File: config.mk
export PLATFORM = sky130hd
export DESIGN_NAME = pipeline_stall_ctrl_flat
export DESIGN_NICKNAME = d
export VERILOG_FILES = /design/src/rtl/pipeline_stall_ctrl_pkg.sv /design/src/rtl/pipeline_stall_ctrl_if.sv /design/src/rtl/sat_counter.sv /design/src/rtl/pipeline_stall_ctrl.sv /design/src/flat_wrapper.sv
export SDC_FILE = /design/constraint.sdc
export NUM_CORES = 1
export LEC_CHECK = 0
export CAP_MARGIN = 20
export CORE_ASPECT_RATIO = 0.5
export CORE_MARGIN = 10
export CORE_UTILIZATION = 47
export CTS_BUF_LIST = sky130_fd_sc_hd__clkbuf_2 sky130_fd_sc_hd__clkbuf_4 sky130_fd_sc_hd__clkbuf_8
export DETAILED_ROUTE_END_ITERATION = 8
export HOLD_SLACK_MARGIN = 0.03
export MAX_ROUTING_LAYER = met4
export PLACE_DENSITY = 0.86
export SLEW_MARGIN = 40
export SYNTH_ARGS = -nofsm -noshare
export SYNTH_HDL_FRONTEND = slang
export SYNTH_SLANG_ARGS = --single-unit
File: constraint.sdc
create_clock -name clk -period 1.8 [get_ports clk]
set_input_delay 0.45 -clock clk [delete_from_list [all_inputs] [get_ports clk]]
set_output_delay 0.45 -clock clk [all_outputs]
set_load 0.01 [all_outputs]
File: src/rtl/pipeline_stall_ctrl_pkg.sv
// Shared pipeline control types: FSM state encoding and the per-stage control bundle.
package pipeline_stall_ctrl_pkg;

    typedef enum logic {
        RUN  = 1'b0,
        WAIT = 1'b1
    } state_t;

    // Field order is fixed; MSB first.
    typedef struct packed {
        logic pc_en;
        logic if_id_en;
        logic if_id_flush;
        logic id_ex_en;
        logic id_ex_bubble;
        logic ex_mem_en;
        logic mem_wb_bubble;
    } stage_ctrl_t;

    // Normal flow: every stage advances, nothing squashed.
    localparam stage_ctrl_t CTRL_RUN      = 7'b1101010;
    // Memory wait: whole pipe frozen, write-back suppressed.
    localparam stage_ctrl_t CTRL_MEM_WAIT = 7'b0000001;
    // Load-use hazard: hold PC and IF/ID, bubble into ID/EX, let EX/MEM drain.
    localparam stage_ctrl_t CTRL_HAZARD   = 7'b0001110;

endpackage

File: src/rtl/pipeline_stall_ctrl_if.sv
// Request/control bundle between the pipeline (hazard unit, branch compare, SRAM
// handshake) and the stall controller.
//   master: drives nop, freeze, branch_taken, mem_req, mem_ready; receives stage
//           controls, performance counters and mem_timeout.
//   slave : the stall controller.
interface pipeline_stall_ctrl_if #(
    parameter int unsigned CNT_W = 16
);
    logic             nop;
    logic             freeze;
    logic             branch_taken;
    logic             mem_req;
    logic             mem_ready;

    logic             pc_en;
    logic             if_id_en;
    logic             if_id_flush;
    logic             id_ex_en;
    logic             id_ex_bubble;
    logic             ex_mem_en;
    logic             mem_wb_bubble;

    logic [CNT_W-1:0] stall_cnt;
    logic [CNT_W-1:0] flush_cnt;
    logic [CNT_W-1:0] wait_cnt;
    logic             mem_timeout;

    modport master (
        output nop, freeze, branch_taken, mem_req, mem_ready,
        input  pc_en, if_id_en, if_id_flush, id_ex_en, id_ex_bubble, ex_mem_en,
               mem_wb_bubble, stall_cnt, flush_cnt, wait_cnt, mem_timeout
    );

    modport slave (
        input  nop, freeze, branch_taken, mem_req, mem_ready,
        output pc_en, if_id_en, if_id_flush, id_ex_en, id_ex_bubble, ex_mem_en,
               mem_wb_bubble, stall_cnt, flush_cnt, wait_cnt, mem_timeout
    );
endinterface

File: src/rtl/sat_counter.sv
// Saturating up-counter with asynchronous active-low reset.
//   clk   : rising-edge clock
//   rst   : asynchronous, active-low reset (count -> 0)
//   inc   : count up by one on this edge unless already at all-ones
//   count : current value
module sat_counter #(
    parameter int unsigned WIDTH = 16
) (
    input  logic             clk,
    input  logic             rst,
    input  logic             inc,
    output logic [WIDTH-1:0] count
);

    always_ff @(posedge clk or negedge rst) begin
        if (!rst) begin
            count <= '0;
        end else if (inc && (count != {WIDTH{1'b1}})) begin
            count <= count + WIDTH'(1);
        end
    end

endmodule

File: src/rtl/pipeline_stall_ctrl.sv
// Pipeline stall controller: turns load-use hazard, branch-taken and memory-wait
// requests into per-stage enable/flush/bubble controls, and tracks saturating
// stall/flush/wait counters plus a sticky memory-wait timeout.
//   clk : rising-edge clock
//   rst : asynchronous, active-low reset
//   bus : slave side of pipeline_stall_ctrl_if
//         in : nop, freeze, branch_taken, mem_req, mem_ready
//         out: pc_en, if_id_en, if_id_flush, id_ex_en, id_ex_bubble, ex_mem_en,
//              mem_wb_bubble (combinational, same-edge effect),
//              stall_cnt, flush_cnt, wait_cnt, mem_timeout (registered)
module pipeline_stall_ctrl
    import pipeline_stall_ctrl_pkg::*;
#(
    parameter int unsigned CNT_W   = 16,
    parameter int unsigned TIMEOUT = 255,
    parameter int unsigned TO_W    = 8
) (
    input  logic                  clk,
    input  logic                  rst,
    pipeline_stall_ctrl_if.slave  bus
);

    logic            hz;
    logic            ms;
    logic            stall_inc;
    logic            flush_inc;
    stage_ctrl_t     ctrl;
    state_t          state;
    logic [TO_W-1:0] wait_len;
    logic            timeout_q;

    // Either hazard line alone is treated as a load-use hazard.
    assign hz = bus.freeze | ~bus.nop;
    assign ms = bus.mem_req & ~bus.mem_ready;

    // Priority decode: memory wait > hazard > branch > normal.
    always_comb begin
        ctrl      = CTRL_RUN;
        stall_inc = 1'b0;
        flush_inc = 1'b0;
        if (ms) begin
            ctrl = CTRL_MEM_WAIT;
        end else if (hz) begin
            ctrl      = CTRL_HAZARD;
            stall_inc = 1'b1;
        end else if (bus.branch_taken) begin
            ctrl.if_id_flush = 1'b1;
            flush_inc        = 1'b1;
        end
    end

    assign bus.pc_en         = ctrl.pc_en;
    assign bus.if_id_en      = ctrl.if_id_en;
    assign bus.if_id_flush   = ctrl.if_id_flush;
    assign bus.id_ex_en      = ctrl.id_ex_en;
    assign bus.id_ex_bubble  = ctrl.id_ex_bubble;
    assign bus.ex_mem_en     = ctrl.ex_mem_en;
    assign bus.mem_wb_bubble = ctrl.mem_wb_bubble;
    assign bus.mem_timeout   = timeout_q;

    // RUN/WAIT tracker with wait-length measurement; timeout is sticky and
    // does not abort the access.
    always_ff @(posedge clk or negedge rst) begin
        if (!rst) begin
            state     <= RUN;
            wait_len  <= '0;
            timeout_q <= 1'b0;
        end else begin
            if (ms && (wait_len == TO_W'(TIMEOUT - 1))) begin
                timeout_q <= 1'b1;
            end
            if (state == RUN) begin
                if (ms) begin
                    state    <= WAIT;
                    wait_len <= TO_W'(1);
                end
            end else begin
                if (ms) begin
                    if (wait_len != TO_W'(TIMEOUT)) begin
                        wait_len <= wait_len + TO_W'(1);
                    end
                end else begin
                    state    <= RUN;
                    wait_len <= '0;
                end
            end
        end
    end

    sat_counter #(.WIDTH(CNT_W)) u_stall_cnt (
        .clk   (clk),
        .rst   (rst),
        .inc   (stall_inc),
        .count (bus.stall_cnt)
    );

    sat_counter #(.WIDTH(CNT_W)) u_flush_cnt (
        .clk   (clk),
        .rst   (rst),
        .inc   (flush_inc),
        .count (bus.flush_cnt)
    );

    sat_counter #(.WIDTH(CNT_W)) u_wait_cnt (
        .clk   (clk),
        .rst   (rst),
        .inc   (ms),
        .count (bus.wait_cnt)
    );

endmodule

File: src/flat_wrapper.sv
// flat-port wrapper written by rule: the top's interface ports become plain ports
module pipeline_stall_ctrl_flat import pipeline_stall_ctrl_pkg::*;
#(
    parameter int unsigned CNT_W   = 16,
    parameter int unsigned TIMEOUT = 255,
    parameter int unsigned TO_W    = 8
)
  (clk, rst, bus_nop, bus_freeze, bus_branch_taken, bus_mem_req, bus_mem_ready, bus_pc_en, bus_if_id_en, bus_if_id_flush, bus_id_ex_en, bus_id_ex_bubble, bus_ex_mem_en, bus_mem_wb_bubble, bus_stall_cnt, bus_flush_cnt, bus_wait_cnt, bus_mem_timeout);
  pipeline_stall_ctrl_if #(.CNT_W(CNT_W)) bus_i ();
  input  logic clk;
  input  logic rst;
  input wire logic [$bits(bus_i.nop)-1:0] bus_nop;
  input wire logic [$bits(bus_i.freeze)-1:0] bus_freeze;
  input wire logic [$bits(bus_i.branch_taken)-1:0] bus_branch_taken;
  input wire logic [$bits(bus_i.mem_req)-1:0] bus_mem_req;
  input wire logic [$bits(bus_i.mem_ready)-1:0] bus_mem_ready;
  output wire logic [$bits(bus_i.pc_en)-1:0] bus_pc_en;
  output wire logic [$bits(bus_i.if_id_en)-1:0] bus_if_id_en;
  output wire logic [$bits(bus_i.if_id_flush)-1:0] bus_if_id_flush;
  output wire logic [$bits(bus_i.id_ex_en)-1:0] bus_id_ex_en;
  output wire logic [$bits(bus_i.id_ex_bubble)-1:0] bus_id_ex_bubble;
  output wire logic [$bits(bus_i.ex_mem_en)-1:0] bus_ex_mem_en;
  output wire logic [$bits(bus_i.mem_wb_bubble)-1:0] bus_mem_wb_bubble;
  output wire logic [$bits(bus_i.stall_cnt)-1:0] bus_stall_cnt;
  output wire logic [$bits(bus_i.flush_cnt)-1:0] bus_flush_cnt;
  output wire logic [$bits(bus_i.wait_cnt)-1:0] bus_wait_cnt;
  output wire logic [$bits(bus_i.mem_timeout)-1:0] bus_mem_timeout;
  assign bus_i.nop = bus_nop;
  assign bus_i.freeze = bus_freeze;
  assign bus_i.branch_taken = bus_branch_taken;
  assign bus_i.mem_req = bus_mem_req;
  assign bus_i.mem_ready = bus_mem_ready;
  assign bus_pc_en = bus_i.pc_en;
  assign bus_if_id_en = bus_i.if_id_en;
  assign bus_if_id_flush = bus_i.if_id_flush;
  assign bus_id_ex_en = bus_i.id_ex_en;
  assign bus_id_ex_bubble = bus_i.id_ex_bubble;
  assign bus_ex_mem_en = bus_i.ex_mem_en;
  assign bus_mem_wb_bubble = bus_i.mem_wb_bubble;
  assign bus_stall_cnt = bus_i.stall_cnt;
  assign bus_flush_cnt = bus_i.flush_cnt;
  assign bus_wait_cnt = bus_i.wait_cnt;
  assign bus_mem_timeout = bus_i.mem_timeout;
  pipeline_stall_ctrl #(.CNT_W(CNT_W), .TIMEOUT(TIMEOUT), .TO_W(TO_W)) u_core (.clk(clk), .rst(rst), .bus(bus_i));
endmodule
==> results of run 1 <==
-- per-layer routing --
| layer | vias to the layer above | part of all wire, % |
|---|---|---|
| li1 | 1239 | - |
| met1 | 1343 | 38 |
| met2 | 109 | 55 |
| met3 | 26 | 4.6 |
| met4 | 0 | 2.5 |
| met5 | - | 0 |
-- flip-flops by register name, summed over array words and instances (netlist names) --
name / flops
u_core.state: 1
u_core.u_wait_cnt.count: 16
u_core.u_flush_cnt.count: 16
u_core.u_stall_cnt.count: 16
u_core.wait_len: 8
u_core.bus.mem_timeout: 1
-- area by class of cell --
cell class	instances	area, um2
Clock buffer	14	180.2
Clock inverter	2	10.01
Fill cell	375	1739
Inverter	7	26.28
Multi-Input combinational cell	203	1469
Sequential cell	58	1470
Tap cell	88	110.1
Timing Repair Buffer	117	1026
-- critical path: stages, from the launching register on --
cell and delay [ns]:
dfrtp_1 0.43, ha_4 0.18, nand3_2 0.14, buf_4 0.19
nor4_4 0.19, buf_4 0.18, nand3_1 0.09, mux2_2 0.28
-- final timing paths --
path / from / to / slack, ns / cells past startpoint
worst max-delay path: u_core.u_stall_cnt.count[1] / u_core.u_stall_cnt.count[10] / 0.02 / 7
worst min-delay path: rst / u_core.u_wait_cnt.count[7] / 0.12 / 2
worst max register to register: u_core.u_stall_cnt.count[1] / u_core.u_stall_cnt.count[10] / 0.02 / 7
worst min register to register: u_core.u_wait_cnt.count[5] / u_core.u_wait_cnt.count[5] / 0.50 / 1
max in group asynchronous: rst / u_core.u_stall_cnt.count[13] / 1.41 / 2
min in group clk: u_core.u_wait_cnt.count[5] / u_core.u_wait_cnt.count[5] / 0.50 / 1
-- cell usage in the layout (no fill, tap or decap), types with 3 or more instances in the layout --
cell type,instances
a31oi_1,4
a21oi_1,5
o31ai_1,4
dlymetal6s2s_1,10
ha_1,3
nor2_1,20
dfrtp_2,15
dfrtp_1,43
and3_1,10
nand4_1,19
o21ai_0,10
buf_4,53
dlygate4sd2_1,20
a41oi_1,3
o22ai_1,3
xor2_1,6
clkbuf_8,12
nand3_1,17
inv_1,6
buf_2,3
nand2_1,25
mux2_2,8
and2_1,4
xnor2_1,25
clkdlybuf4s50_1,24
-- what timing repair did --
item,in CTS,in global routing
endpoints found under the setup margin,66,39
buffers inserted,8,12
pin swaps,3,8
resized for setup,47,31
-- synthesized netlist by cell type, types with 6 or more instances --
| cell | count | area [um2] |
|---|---|---|
| mux2_2 | 9 | 101.4 |
| and3_1 | 10 | 62.56 |
| xor2_1 | 6 | 52.55 |
| nand2_1 | 25 | 93.84 |
| o21ai_0 | 10 | 50.05 |
| inv_1 | 6 | 22.52 |
| xnor2_1 | 25 | 219.0 |
| dfrtp_1 | 58 | 1451 |
| nand3_1 | 19 | 95.09 |
| nor2_1 | 24 | 90.09 |
| nand4_1 | 19 | 118.9 |
-- logic make-up after synthesis --
logic type | after synthesis | share of synthesized area [%]
xor+xnor | 31 | 9.341
compound gates | 33 | 7.146
flops | 58 | 49.94
simple gates | 121 | 24.41
mux | 13 | 4.951
fa+ha+maj | 5 | 2.152
buf+inv | 12 | 2.066
-- metrics by stage --
step / power (uW) / util [%] / cell area, um2
after floorplan: 2223 / - / 2934
after global placement: 2961 / 64.88 / 3913
after detailed placement: 3017 / 64.88 / 3913
after CTS: 4148 / 68.55 / 4134
after global routing: 4473 / 71.16 / 4292
final: 4236 / 71.16 / 4292
-- report_power, final --
part	internal [uW]	switching, uW
clock network	639	498
registers	1510	198
logic	745	649
total	2890	1340
==> key figures, run 1 <==
Clock tree
  – CTS tree: done
  – H-tree levels: 3
  – Clock transition at the registers of the reported paths: ~0.060 ns
  – Worst skew pair latency: ~0.33 ns
  – Clock tree buffer depth: 2
  – Num CTS Buffers: 9
  – # clock sinks: just under 60
  – Cts hold-fix bufs: 0
  – Root Buffer: clkbuf_8

Power
  – Leakage: roughly 0.0021 uW
  – Peak supply drop: about 0.53 mV
  – PwrDens: between 900 and 1000 nW/um2

Run
  – Max Cap Viol: 0

Worst setup path
  – Critical path arrival: about 2 ns
  – CP required: between 2 and 2.5 ns
  – Startpoint type of the worst setup path: flip-flop
  – CP Class: reg2reg
  – Crit end category: flip-flop
  – Critical path peak fanout: 4

STA
  – FMAX: approximately 0.56 GHz
  – Clock skew: between 0.006 and 0.007 ns
  – Slew Limit Fails: 0
  – Tcrit/Tclk final: between 90 and 100%
  – Setup_tns: 0 ns
  – Setup violators final: 0
  – Least-Margin Pin Slew: approximately 0.40 ns
  – Final worst slack: about 0.021 ns
  – Final hold vios: 0
  – Slew HR: roughly 73%
  – Hold Worst Slack: 0.1204 ns
  – Final min period: around 1.8 ns

Placed design
  – GPL Wtd Cong: about 0.82
  – Port Buffer Count: 62
  – Pre-CTS setup slack: -0.5889 ns
  – Dpl cells: 455
  – Dpl hpwl: around 5.4 mm

Finish
  – Area Overhead vs Synth: 47.65%
  – # diodes: 0
  – Final nets: between 400 and 500
  – Fin cells: roughly 500
  – Layout cells sized above 1: 31.17%

Global routing
  – First-pass GRT wire length: 13.12 mm
  – Busiest layer in global routing: met2
  – Met1 GRT Util: between 15 and 20%
  – GR Layer Usage met3: under 10%
  – Largest net degree at the start of global routing: between 50 and 60
  – Vias in the first global route: 2710
  – Total Routing Usage GR: between 10% and 20%
  – Remaining Overflow, GRT: 0
  – Met2 Usage GRT: 32.18%
  – Initial antenna violation count: 0

Run status
  – Outcome: finished, final reports clean

Synthesis
  – Cells after Synth: 273
  – Synthesized area per cell: 10.65 um2
  – Number of synthesized flops with an enable pin: 0
  – Seq/Total Area, Yosys: between 40% and 50%
  – Syn Nets: around 290
  – Synthesized flop and latch total: 58
  – Most used DFF post-synth: dfrtp_1
  – Synthesized area: 2907 um2
  – Yosys warns: 0
  – Count of different cell masters after synthesis: 38
  – Asr flop ratio synth: 100.0%

Route
  – Routed wire per std cell: 17.42 um
  – # DRC: 0
  – Initial drt markers: around 300
  – Vias per cell: about 5.6
  – Routed Wire Length: ~8.5 mm
  – Antenna Nets Post-Route: 0
  – Vias post-DR: around 2700
  – Pre-antenna DRT Iters: 5

Floorplan
  – Initial Utilization: between 40% and 50%
  – IO Count: 63
  – Die Footprint: just under 10000 um2
  – Row count: 20
  – Die W: 131.2 um
  – Die Ht: ~76 um
  – Core Area: approximately 6000 um2

Min path
  – Hold Crit Class: in2async
No activity file was read; power rests on OpenSTA's default activity.
==> inputs of run 2 (changes only) <==
Settings changed: PLACE_DENSITY 0.86 to 0.83.
Clock period 1.8 ns to 1.7 ns, I/O delays scaled along.
==> run 2 against run 1 <==
  * The run now ends with negative setup slack left
  * Worst setup slack got worse by 0.071 ns
  * Flip-flop and latch count unchanged
  * Sequential power increased by 5%
  * Routed wire length increased by 12%
  * Final cell count increased by 3.1%
  * Register-to-register slack got worse by 0.07 ns
  * Hold slack improved by 0.36 ns
==> key figures, run 2 (same netlist as run 1, synthesis figures left out) <==
Floorplan
  – Die W: 131.2 um (unchanged)
  – Initial Utilization: 48.20% (unchanged)
  – Die Footprint: 9920 um2 (unchanged)
  – IO Count: 63 (unchanged)
  – Core Area: 6031 um2 (unchanged)
  – Row count: 20 (unchanged)
  – Die Ht: 75.61 um (unchanged)

Min path
  – Hold depth: 1
  – Worst Min Path Start: u_core.bus.mem_timeout
  – Hold worst-path end: u_core.bus.mem_timeout
  – Hold Crit Class: reg2reg

STA
  – FMAX: 0.5714 GHz (+1.7%)
  – Tcrit/Tclk final: 102.9% (+4.1 points)
  – Least-Margin Pin Slew: 0.4050 ns (+0.007272 ns)
  – Clock skew: 0.01129 ns (+0.004766 ns)
  – Setup violators final: 3 (+3)
  – Slew Limit Fails: 0 (unchanged)
  – Final min period: 1.750 ns (-0.02920 ns)
  – Final hold vios: 0 (unchanged)
  – Slew HR: 72.79% (-0.47 points)
  – RSZ-0062 raised after global routing: yes
  – Final worst slack: -0.05004 ns (-0.07080 ns)

Route
  – # DRC: 0 (unchanged)
  – Vias post-DR: 2812 (+3.5%)
  – Pre-antenna DRT Iters: 4 (-1)
  – Initial drt markers: 341 (+12%)
  – Antenna Nets Post-Route: 0 (unchanged)
  – Vias per cell: 5.579 (+0.42%)
  – Routed Wire Length: 9.515 mm (+12%)
  – Routed wire per std cell: 18.88 um (+8.4%)

Finish
  – # diodes: 0 (unchanged)
  – Biggest regs: u_core.u_flush_cnt.count (16), u_core.u_stall_cnt.count (16), u_core.u_wait_cnt.count (16)
  – Area Overhead vs Synth: 54.89%
  – Layout cells sized above 1: 37.50% (+6.3 points)
  – Most frequent cells in the layout: buf_4, dlygate4sd2_1, dfrtp_1
  – Final Cell Area: 4502 um2 (+4.9%)
  – Final core area utilization: 74.65% (+3.5 points)
  – Final nets: 423 (+3.7%)
  – Most common cell after layout, fill and taps aside: buf_4

Global routing
  – Remaining Overflow, GRT: 0 (unchanged)
  – Total Routing Usage GR: 18.86% (+2.2 points)
  – Initial antenna violation count: 0 (unchanged)
  – Vias in the first global route: 2971 (+9.6%)
  – Largest net degree at the start of global routing: 33 (-44%)
  – First-pass GRT wire length: 14.75 mm (+12%)

Worst setup path
  – CP Cell Sequence: ha_4 > nand3_4 > or4_4 > nor2_4 > mux2_4
  – Critical path arrival: 1.98 ns (-0.02 ns)
  – CP top delay family: simple AND/OR/NAND/NOR gates
  – CP required: 1.93 ns (-0.09 ns)
  – Slowest-stage cell, CP: or4_4
  – Startpoint type of the worst setup path: flip-flop
  – Reg2Reg Setup Slack: -0.05 ns (-0.07 ns)
  – Slowest stage delay, CP: 0.59 ns (+0.16 ns)
  – Crit path buf inv count: 0 (-2)
  – R2R cell count: 5 (-2)
  – RR Endpoint: u_core.u_flush_cnt.count[12]
  – Critical path peak fanout: 3 (-1)
  – FF-to-FF Start: u_core.u_flush_cnt.count[1]
  – CP Class: reg2reg
  – Crit end category: flip-flop

Placed design
  – Port Buffer Count: 62 (unchanged)
  – GPL Wtd Cong: 0.8243 (+1.0%)
  – Dpl hpwl: 6.152 mm (+14%)
  – Pre-CTS setup slack: -0.6390 ns (-0.05006 ns)
  – DP Area: 4071 um2 (+4.1%)

Power
  – Leakage: 0.002223 uW (+5.1%)
  – Peak supply drop: 0.6403 mV (+22%)
  – PwrDens: 1038 nW/um2 (+5.2%)
  – Tot Pwr: 4673 uW (+10%)

Run
  – Max Cap Viol: 0 (unchanged)

Clock tree
  – # clock sinks: 58 (unchanged)
  – H-tree levels: 3 (unchanged)
  – Clock transition at the registers of the reported paths: 0.07 ns (about the same)
  – CTS tree: done
  – Worst skew pair latency: 0.35 ns (+0.02 ns)
  – Root Buffer: clkbuf_8
  – Clock tree buffer depth: 2 (unchanged)
  – Num CTS Buffers: 9 (unchanged)

Run status
  – Outcome: finished, violations left
  – Failing checks: negative setup slack
-- run 2: cell types whose count changed in the layout (fill, tap and decap cells not counted), sizes merged --
cell	previous run	this run
dlymetal6s2s	10	2
buf	58	75
dlygate4sd2	20	47
clkbuf	16	15
clkdlybuf4s15	3	5
dlygate4sd3	0	1
clkdlybuf4s50	24	1
-- run 2: cell type report --
type | instances | area, um2
clock buffer | 14 | 180.2
clock inverter | 2 | 10.01
fill | 357 | 1529
inverter | 7 | 28.78
multi-input combinational | 203 | 1607
sequential | 58 | 1465
tap | 88 | 110.1
timing repair buffer | 132 | 1101
-- run 2: timing repair --
action | 4_1_cts | 5_1_grt
pin swaps | 9 | 20
hold endpoints to repair | 14 | 0
buffers inserted | 8 | 8
cloned | 0 | 0
resized for setup | 100 | 32
hold buffers | 1 | 0
endpoints found under the setup margin | 97 | 36
-- run 2: worst register-to-register path, stage by stage (launching register included) --
cell and delay, ns:
dfrtp_1 0.39, ha_4 0.17, nand3_4 0.07, or4_4 0.59
nor2_4 0.12, mux2_4 0.30
-- run 2: metal layers --
metal	global-route usage [%]	vias to the layer above	wire length, um
met3	3.750	33	335
met4	10.27	0	263
met2	35.69	84	5189
li1	-	1268	-
met1	18.73	1427	3727
met5	-	-	0
-- run 2: per-stage QoR --
step / setup TNS [ns] / instances / hold slack, ns
3_5_place_dp: -27.73 / 473 / 0.3739
4_1_cts: -0.05820 / 498 / 0.4825
5_1_grt: -0.6773 / 504 / 0.4982
2_1_floorplan: -0.2664 / 273 / 0.1294
6_report: -0.1012 / 504 / 0.4783
3_3_place_gp: -24.82 / 473 / 0.3592
-- run 2: worst max path at each step --
stage / from / end / slack, ns / cells past startpoint
floorplan: u_core.u_flush_cnt.count[1] / u_core.u_flush_cnt.count[12] / -0.13 / 5
global placement: bus_mem_ready / bus_id_ex_bubble / -0.62 / 5
detailed placement: bus_mem_ready / bus_id_ex_bubble / -0.64 / 5
CTS: u_core.u_stall_cnt.count[1] / u_core.u_stall_cnt.count[15] / -0.06 / 4
global route: u_core.u_flush_cnt.count[1] / u_core.u_flush_cnt.count[0] / -0.09 / 7
finish: u_core.u_flush_cnt.count[1] / u_core.u_flush_cnt.count[12] / -0.05 / 5
-- run 2: where the power goes --
group          switching (uW)  internal [uW]
registers                 192           1600
clock network             566            677
logic                     828            809
total                    1590           3090
